## src/rtl/spdif_subframe_decoder.sv

```systemverilog
`default_nettype none
// ============================================================================
// Module   : spdif_subframe_decoder
// Function : Recognises B/M/W preambles in the interval stream, decodes
//            biphase-mark slots and assembles 32-slot subframes with lock.
//            Optional channel-status capture: SPDIF_CS_CAPTURE_EN.
// Revision : 1.0
// ============================================================================
module spdif_subframe_decoder #(
  parameter int SAMPLE_W = 24,
  parameter int LOCK_CNT = 4
) (
  input  logic                clk_i,
  input  logic                nrst_i,
  input  logic                one_i,
  input  logic                two_i,
  input  logic                three_i,
  input  logic                ena_i,
  output logic [SAMPLE_W-1:0] sample_o,
  output logic                channel_o,
  output logic                block_start_o,
  output logic                v_o,
  output logic                u_o,
  output logic                c_o,
  output logic                parity_err_o,
  output logic                sample_vld_o,
  output logic                err_o,
  output logic                lock_o
`ifdef SPDIF_CS_CAPTURE_EN
  ,
  output logic [31:0]         cs_o,
  output logic                cs_vld_o
`endif
);

  typedef enum logic [3:0] {
    HUNT, PRE0, PRE1, PRE_B1, PRE_B2, PRE_M1, PRE_M2, PRE_W1, PRE_W2, DATA
  } state_t;

  localparam logic [1:0] c_type_b = 2'd0;
  localparam logic [1:0] c_type_m = 2'd1;
  localparam logic [1:0] c_type_w = 2'd2;
  localparam logic [3:0] c_lock   = 4'(LOCK_CNT);

  state_t      state_q;
  logic [2:0]  cls_q;
  logic [1:0]  type_q;
  logic [4:0]  slot_q;
  logic        half_q;
  // Holds slots 4..30; slot 31 joins combinationally on the final decode.
  logic [26:0] sh_q;
  logic [3:0]  good_q;

  logic        w_c1, w_c2, w_c3, w_cls_ok;
  logic        w_ferr, w_resync;
  logic        w_bit_en, w_done, w_par;
  logic [27:0] w_sh_d;
  logic [3:0]  w_good_d;

  assign w_c1     = (cls_q == 3'b001);
  assign w_c2     = (cls_q == 3'b010);
  assign w_c3     = (cls_q == 3'b100);
  assign w_cls_ok = w_c1 | w_c2 | w_c3;

  assign w_bit_en = ena_i && (state_q == DATA) &&
                    ((w_c2 && !half_q) || (w_c1 && half_q));
  assign w_sh_d   = {w_c1, sh_q};
  assign w_done   = w_bit_en && (slot_q == 5'd31);
  assign w_par    = ^w_sh_d;
  assign w_good_d = (good_q >= c_lock) ? good_q : good_q + 4'd1;

  always_comb begin
    w_ferr   = 1'b0;
    w_resync = 1'b0;
    if (ena_i) begin
      if (!w_cls_ok) begin
        w_ferr = 1'b1;
      end else begin
        case (state_q)
          PRE0:                            w_ferr = !w_c3;
          PRE_B1, PRE_M1, PRE_M2, PRE_W1:  w_ferr = !w_c1;
          PRE_B2:                          w_ferr = !w_c3;
          PRE_W2:                          w_ferr = !w_c2;
          DATA: begin
            if (w_c3) begin
              w_ferr   = 1'b1;
              w_resync = 1'b1;
            end else if (w_c2 && half_q) begin
              w_ferr = 1'b1;
            end
          end
          default: w_ferr = 1'b0;
        endcase
      end
    end
  end

  always_ff @(posedge clk_i or negedge nrst_i) begin
    if (!nrst_i) begin
      state_q       <= HUNT;
      cls_q         <= 3'b000;
      type_q        <= c_type_b;
      slot_q        <= 5'd0;
      half_q        <= 1'b0;
      sh_q          <= 27'd0;
      good_q        <= 4'd0;
      sample_o      <= '0;
      channel_o     <= 1'b0;
      block_start_o <= 1'b0;
      v_o           <= 1'b0;
      u_o           <= 1'b0;
      c_o           <= 1'b0;
      parity_err_o  <= 1'b0;
      sample_vld_o  <= 1'b0;
      err_o         <= 1'b0;
      lock_o        <= 1'b0;
    end else begin
      cls_q        <= {three_i, two_i, one_i};
      sample_vld_o <= 1'b0;
      err_o        <= 1'b0;
      if (ena_i) begin
        if (w_ferr) begin
          err_o   <= 1'b1;
          lock_o  <= 1'b0;
          good_q  <= 4'd0;
          half_q  <= 1'b0;
          state_q <= w_resync ? PRE1 : HUNT;
        end else begin
          case (state_q)
            HUNT:   if (w_c3) state_q <= PRE1;
            PRE0:   state_q <= PRE1;
            PRE1:   state_q <= w_c1 ? PRE_B1 : (w_c3 ? PRE_M1 : PRE_W1);
            PRE_B1: state_q <= PRE_B2;
            PRE_M1: state_q <= PRE_M2;
            PRE_W1: state_q <= PRE_W2;
            PRE_B2, PRE_M2, PRE_W2: begin
              state_q <= DATA;
              slot_q  <= 5'd4;
              half_q  <= 1'b0;
              type_q  <= (state_q == PRE_B2) ? c_type_b :
                         (state_q == PRE_M2) ? c_type_m : c_type_w;
            end
            DATA: begin
              if (w_bit_en) begin
                sh_q   <= w_sh_d[27:1];
                slot_q <= slot_q + 5'd1;
                half_q <= 1'b0;
                if (w_done) begin
                  state_q       <= PRE0;
                  sample_vld_o  <= 1'b1;
                  sample_o      <= w_sh_d[23 -: SAMPLE_W];
                  v_o           <= w_sh_d[24];
                  u_o           <= w_sh_d[25];
                  c_o           <= w_sh_d[26];
                  channel_o     <= (type_q == c_type_w);
                  block_start_o <= (type_q == c_type_b);
                  parity_err_o  <= w_par;
                  if (w_par) begin
                    good_q <= 4'd0;
                    lock_o <= 1'b0;
                  end else begin
                    good_q <= w_good_d;
                    lock_o <= (w_good_d == c_lock);
                  end
                end
              end else begin
                half_q <= 1'b1;
              end
            end
            default: state_q <= HUNT;
          endcase
        end
      end
    end
  end

`ifdef SPDIF_CS_CAPTURE_EN
  logic [31:0] cs_q;
  logic [4:0]  cs_cnt_q;
  logic        cs_act_q;

  assign cs_o = cs_q;

  // Channel-A C bits enter at the MSB so frame 0 lands in bit 0 after 32 frames.
  always_ff @(posedge clk_i or negedge nrst_i) begin
    if (!nrst_i) begin
      cs_q     <= 32'd0;
      cs_cnt_q <= 5'd0;
      cs_act_q <= 1'b0;
      cs_vld_o <= 1'b0;
    end else begin
      cs_vld_o <= 1'b0;
      if (ena_i && w_ferr) begin
        cs_act_q <= 1'b0;
      end else if (w_done && (type_q != c_type_w)) begin
        if (type_q == c_type_b) begin
          cs_q     <= {w_sh_d[26], cs_q[31:1]};
          cs_cnt_q <= 5'd1;
          cs_act_q <= 1'b1;
        end else if (cs_act_q) begin
          cs_q     <= {w_sh_d[26], cs_q[31:1]};
          cs_cnt_q <= cs_cnt_q + 5'd1;
          if (cs_cnt_q == 5'd31) begin
            cs_vld_o <= 1'b1;
            cs_act_q <= 1'b0;
          end
        end
      end
    end
  end
`endif

endmodule
`default_nettype wire

```

## config.mk

```make
export PLATFORM = sky130hd
export DESIGN_NAME = spdif_subframe_decoder
export DESIGN_NICKNAME = d
export VERILOG_FILES = /design/src/rtl/spdif_subframe_decoder.sv
export SDC_FILE = /design/constraint.sdc
export NUM_CORES = 1
export LEC_CHECK = 0
export CAP_MARGIN = 20
export CORE_ASPECT_RATIO = 0.7
export CORE_MARGIN = 5
export CORE_UTILIZATION = 41
export DETAILED_ROUTE_END_ITERATION = 7
export SETUP_SLACK_MARGIN = 0.15
export SLEW_MARGIN = 20
export SYNTH_ARGS = -nofsm -noshare
export SYNTH_HDL_FRONTEND = slang
export SYNTH_SLANG_ARGS = --single-unit
export TNS_END_PERCENT = 20
```

## constraint.sdc

```tcl
create_clock -name clk_i -period 4.1 [get_ports clk_i]
set_clock_uncertainty 0.1 [all_clocks]
set_input_delay 0.82 -clock clk_i [delete_from_list [all_inputs] [get_ports clk_i]]
set_output_delay 0.82 -clock clk_i [all_outputs]
set_load 0.05 [all_outputs]
```

After elaboration in Yosys (flattened, before gate mapping)
Index checks and enable logic that the tools add are counted.
- bits in registers: 79
- memory bits (read-only): 0
- memories kept: 0
- bits in latches: 0
- memory bits (writable): 0
- bitwise logic cells: 3
- $lt $le $gt $ge: 1
- add/sub/neg operators: 2
- multiply operators: 0
- multiplexer cells: 42
- div/mod/pow operators: 0
- reductions and logical operators: 29
- equality and inequality tests: 19
- shift-type cells: 0
- operators by type and width (operator ; number):
    $mux 4 ; 10
    $pmux 4 s8 ; 1
    $reduce_xor 28->1 ; 1
    $mux 1 ; 22
    $eq 4x3->1 const B ; 5
    $reduce_and 4->1 ; 4
    $pmux 5 s2 ; 1
    $ne 3x3->1 const B ; 3
    $eq 4x2->1 const B ; 2
    $eq 4x4->1 const B ; 2
    $mux 2 ; 4
    $reduce_bool 2->1 ; 4
    $logic_and 1x1->1 ; 6
    $add 5x1->5 const B ; 1
    $eq 5x5->1 const B ; 1
    $mux 5 ; 1
    $reduce_and 5->1 ; 1
    $add 4x1->4 const B ; 1
    $eq 4x1->1 const B ; 1
    $ge 4x3->1 const B ; 1
    $logic_not 1->1 ; 4
    $logic_not 4->1 ; 1
    $pmux 1 s4 ; 1
    $reduce_or 4->1 ; 1
    16 further kinds ; 17

Logic depth before layout (Yosys ltp)
- word-level depth: 10
- depth in mapped cells: 9

Worst setup path before layout
No wires, ideal clock.
- path type: flip-flop to flip-flop
- from: register cls_q[1]
- to: register good_q[3]
- stages on the path, launching flop included: 8
- setup slack: 1609 ps
- library setup time: 126 ps
- data arrival time: 2265 ps
- path through: dfrtp_1 > buf_6 > or3b_4 > xnor3_1 > xnor3_1 > xnor3_2 > nor2_1 > nor3_1
- word-level cells in the longest chain between the ends: 9
- ends and longest elaborated chain (element ; RTL line ; source):
    start: declaration ; 46 ; logic [2:0] cls_q;
    start signal: assignment ; 118 ; cls_q <= {three_i, two_i, one_i};
    $eq 3x2->1 ; 61 ; assign w_c2 = (cls_q == 3'b010);
    $logic_and 1x1->1 ; 88 ; end else if (w_c2 && half_q) begin
    $mux 1 ; 88 ;
    $mux 1 ; 85 ; if (w_c3) begin
    $pmux 1 s4 ; 79 ; case (state_q)
    $mux 1 ; 76 ; if (!w_cls_ok) begin
    $mux 1 ; 75 ; if (ena_i) begin
    $reduce_bool 2->1 (no line) ; - ;
    $reduce_and 4->1 (no line) ; - ;
    end signal: assignment ; 162 ; good_q <= w_good_d;
    end: declaration ; 52 ; logic [3:0] good_q;
Several ways; a longest one is shown, not always the timed one. The select of a mux whose other input is x is not followed.
A chain may end at the register's enable or synchronous reset.

Worst setup path in the final report
- from: input port ena_i
- to: register lock_o
- word-level cells in the longest chain between the ends: 5
- ends and longest elaborated chain (element ; RTL line ; source):
    start: declaration ; 18 ; input logic ena_i,
    $logic_and 1x1->1 (2 in series) ; 65 ; assign w_bit_en = ena_i && (state_q == DATA) &&
    $logic_and 1x1->1 ; 68 ; assign w_done = w_bit_en && (slot_q == 5'd31);
    $reduce_bool 2->1 (no line) ; - ;
    $reduce_and 4->1 (no line) ; - ;
    end signal: assignment ; 163 ; lock_o <= (w_good_d == c_lock);
    end: declaration ; 28 ; output logic lock_o
Several ways; a longest one is shown, not always the timed one.

==> out/qor.yml <==
outcome: "finished clean"
dieHeight_um: 89.3
drt-total-wl_um: 7500
ctsLongestPathBuffers: 2
synth_area_leaders: "dfrtp_1 54%, nand2_1 18%, xnor2_1 4.0%"
ioPinCount: 39
drt_pass1_iterations: 4
fp.dieW_um: 123
synthesis.nets: 411
grt_max_degree: 80
synthAdderAreaFrac_pct: 1.02
power_density_nw_per_um2: 421
rrSetupSlack_ns: 1.33
crit-reg2reg-launch: "cls_q[1]"
route.vias.total: 2774
max_cap_violations: 0
r2r-end: "good_q[3]"
switching_share_pct: 27.4
syn_avg_cell_area_sq_um: 9.16
multi_input_area_sq_um: 1600
drt_iter0_drc: 192
synth_top_family_by_area: "simple AND/OR/NAND/NOR gates"
drv_slew: 0
routedWlPerCell_um: 13.4
critPathMaxFanout: 33
cts_root_buffer: "clkbuf_16"
min_period_over_period_pct: 70.2
post-route-drc-count: 0
p_leak_uw: 0.00217
portBuffers: 38
setup_viol_count_final: 0
clock_power_share_pct: 39.7
hold_viol: 0
cts_sinks: 79
path_class: "input pin to register"
cts-buffers-inserted: 9
p_switching_uw: 511
core-area_sq_um: 8620
synth-async-reset-ratio_pct: 100
required_ns: 4.27
fin_setup_tns_ns: 0
track_usage_pct: 15.6
netlist_area_sq_um: 3680
fin_nets: 442
r2r_cells: 6
antenna_found_initial: 0
insertion_delay_ns: 0.33
tightest_slew_ns: 0.741
synth_xor_area_share_pct: 7.34
htreeDepth: 3
avgViaCountPerCell: 4.97
synth_common_cells: "172 x nand2_1, 79 x dfrtp_1, 19 x clkbuf_1, 17 x xnor2_1, 14 x o21ai_0"
drive_above_1_share_pct: 7.08
fill_cells: 850
start_util_pct: 42.7
hpwl_um: 4860
period_minus_slack_ns: 2.88
grt_pass1_wl_um: 13500
hp-class: "register to register"
clk_pin_slew_ns: 0.06
syn_to_final_growth_pct: 20.5
ir_drop_mv: 0.265
internal_power_uw: 1360
synth.most_common_cell: "nand2_1"
yosysWarnings: 0
yosysSeqAreaShare_pct: 53.7
gp_congestion: 0.773
overflow: 0
synth_top_cell_area_share_pct: 53.7
worstPathArrival_ns: 3.04
synthMuxAreaShare_pct: 0.883
p_comb_share_pct: 13.1
cp-end-kind: "register"
finalHoldWorstSlack_ns: 0.371
max_freq_mhz: 348
grt_pass1_vias: 2866
dieArea_sq_um: 11000
synth-compound-area-share_pct: 8.77
synth-edff-count: 0
synthDistinctLibCells: 53
synth_seq_cells: 79
synth_simple_gate_area_share_pct: 25.2
seq_power_share_pct: 47.2
drtAntennaViolNets: 0
relSlewSlack_pct: 50.3
post_cts_resized: 0
netlist_instances: 402
cp-start-kind: "input pin"
crit_start: "ena_i"
placementRows: 28
rsz0062_at_grt: "no"
yosysTopAreaCell: "dfrtp_1"
cts_tree: "built"
synth-main-ff-cell: "dfrtp_1"
diodes: 0
cts_hold_buf: 0
crit_end: "lock_o"
cts_setup_buffers: 0
regArea_sq_um: 1980
-- registers in the layout (all words and copies together) (netlist names), 2 cells and up --
name      cells
sh_q         27
sample_o     24
slot_q        5
good_q        4
state_q       4
cls_q         3
type_q        2
-- power by group through the flow --
| stage | clock network, uW | registers [uW] | logic, uW |
|---|---|---|---|
| after global placement | 0 | 892 | 240 |
| after CTS | 764 | 879 | 245 |
| final | 741 | 882 | 244 |
| after floorplan | 0 | 848 | 220 |
| after detailed placement | 0 | 893 | 242 |
| after global routing | 793 | 890 | 273 |
-- metal layers --
metal | track usage, % | vias to the layer above | routed length (um) | share of wire (%)
met2 | 23.5 | 51 | 3130 | 42
met5 | 0 | - | 0 | 0
li1 | - | 1393 | - | -
met1 | 21.1 | 1318 | 3920 | 52
met3 | 5.82 | 12 | 327 | 4.4
met4 | 4.82 | 0 | 118 | 1.6
-- per-stage QoR --
stage	setup slack, ns	power (uW)	utilization, %	area [sq um]	cells
floorplan	1.61	1070	-	3680	402
global placement	0.893	1130	48.2	4150	542
detailed placement	0.843	1140	48.2	4150	542
CTS	1.18	1890	51.4	4430	558
global route	0.927	1960	51.5	4440	558
finish	1.22	1870	51.5	4440	558
-- cells in the final DEF (no fill, tap or decap), types with 3 or more instances in the layout --
| master | count |
|---|---|
| nand2_1 | 172 |
| xor2_1 | 6 |
| inv_1 | 4 |
| a21oi_1 | 8 |
| a31oi_1 | 3 |
| nor2_1 | 7 |
| buf_4 | 4 |
| o31ai_1 | 5 |
| clkdlybuf4s50_1 | 37 |
| nor3b_1 | 3 |
| dfrtp_1 | 79 |
| o21ai_0 | 14 |
| nand3_1 | 3 |
| clkbuf_16 | 9 |
| ha_1 | 3 |
| nor3_1 | 5 |
| nand3b_1 | 3 |
| xnor2_1 | 17 |
-- logic make-up after synthesis --
family,Yosys count
flip-flops,79
adder cells (fa/ha/maj),3
AO/OA/AOI/OAI,48
XOR/XNOR,26
buffers and inverters,28
AND/OR/NAND/NOR,215
multiplexers,3
-- cell type report --
type	instances	area share (%)
Sequential cell	79	44.6
Clock buffer	13	5.87
Clock inverter	3	0.395
Inverter	6	0.508
Tap cell	120	3.39
Multi-Input combinational cell	295	36.0
Timing Repair Buffer	42	9.28
-- critical path: stages --
cell and delay (ns):
clkdlybuf4s50_1 0.71, nor2b_1 0.25, o2111ai_2 0.42, clkinv_1 0.15, buf_4 0.35, o2111ai_2 0.18, a21oi_2 0.15
-- how the worst min path moves through the flow --
stage / start / endpoint / slack (ns) / depth (start not counted)
floorplan: type_q[0] / block_start_o / 0.35 / 1
global placement: sample_o[1] / sample_o[1] / 0.36 / 2
detailed placement: c_o / c_o / 0.36 / 2
CTS: c_o / c_o / 0.38 / 2
global route: block_start_o / block_start_o / 0.40 / 2
finish: sample_o[21] / sample_o[21] / 0.37 / 2
Power figures use the tool's default switching activity.
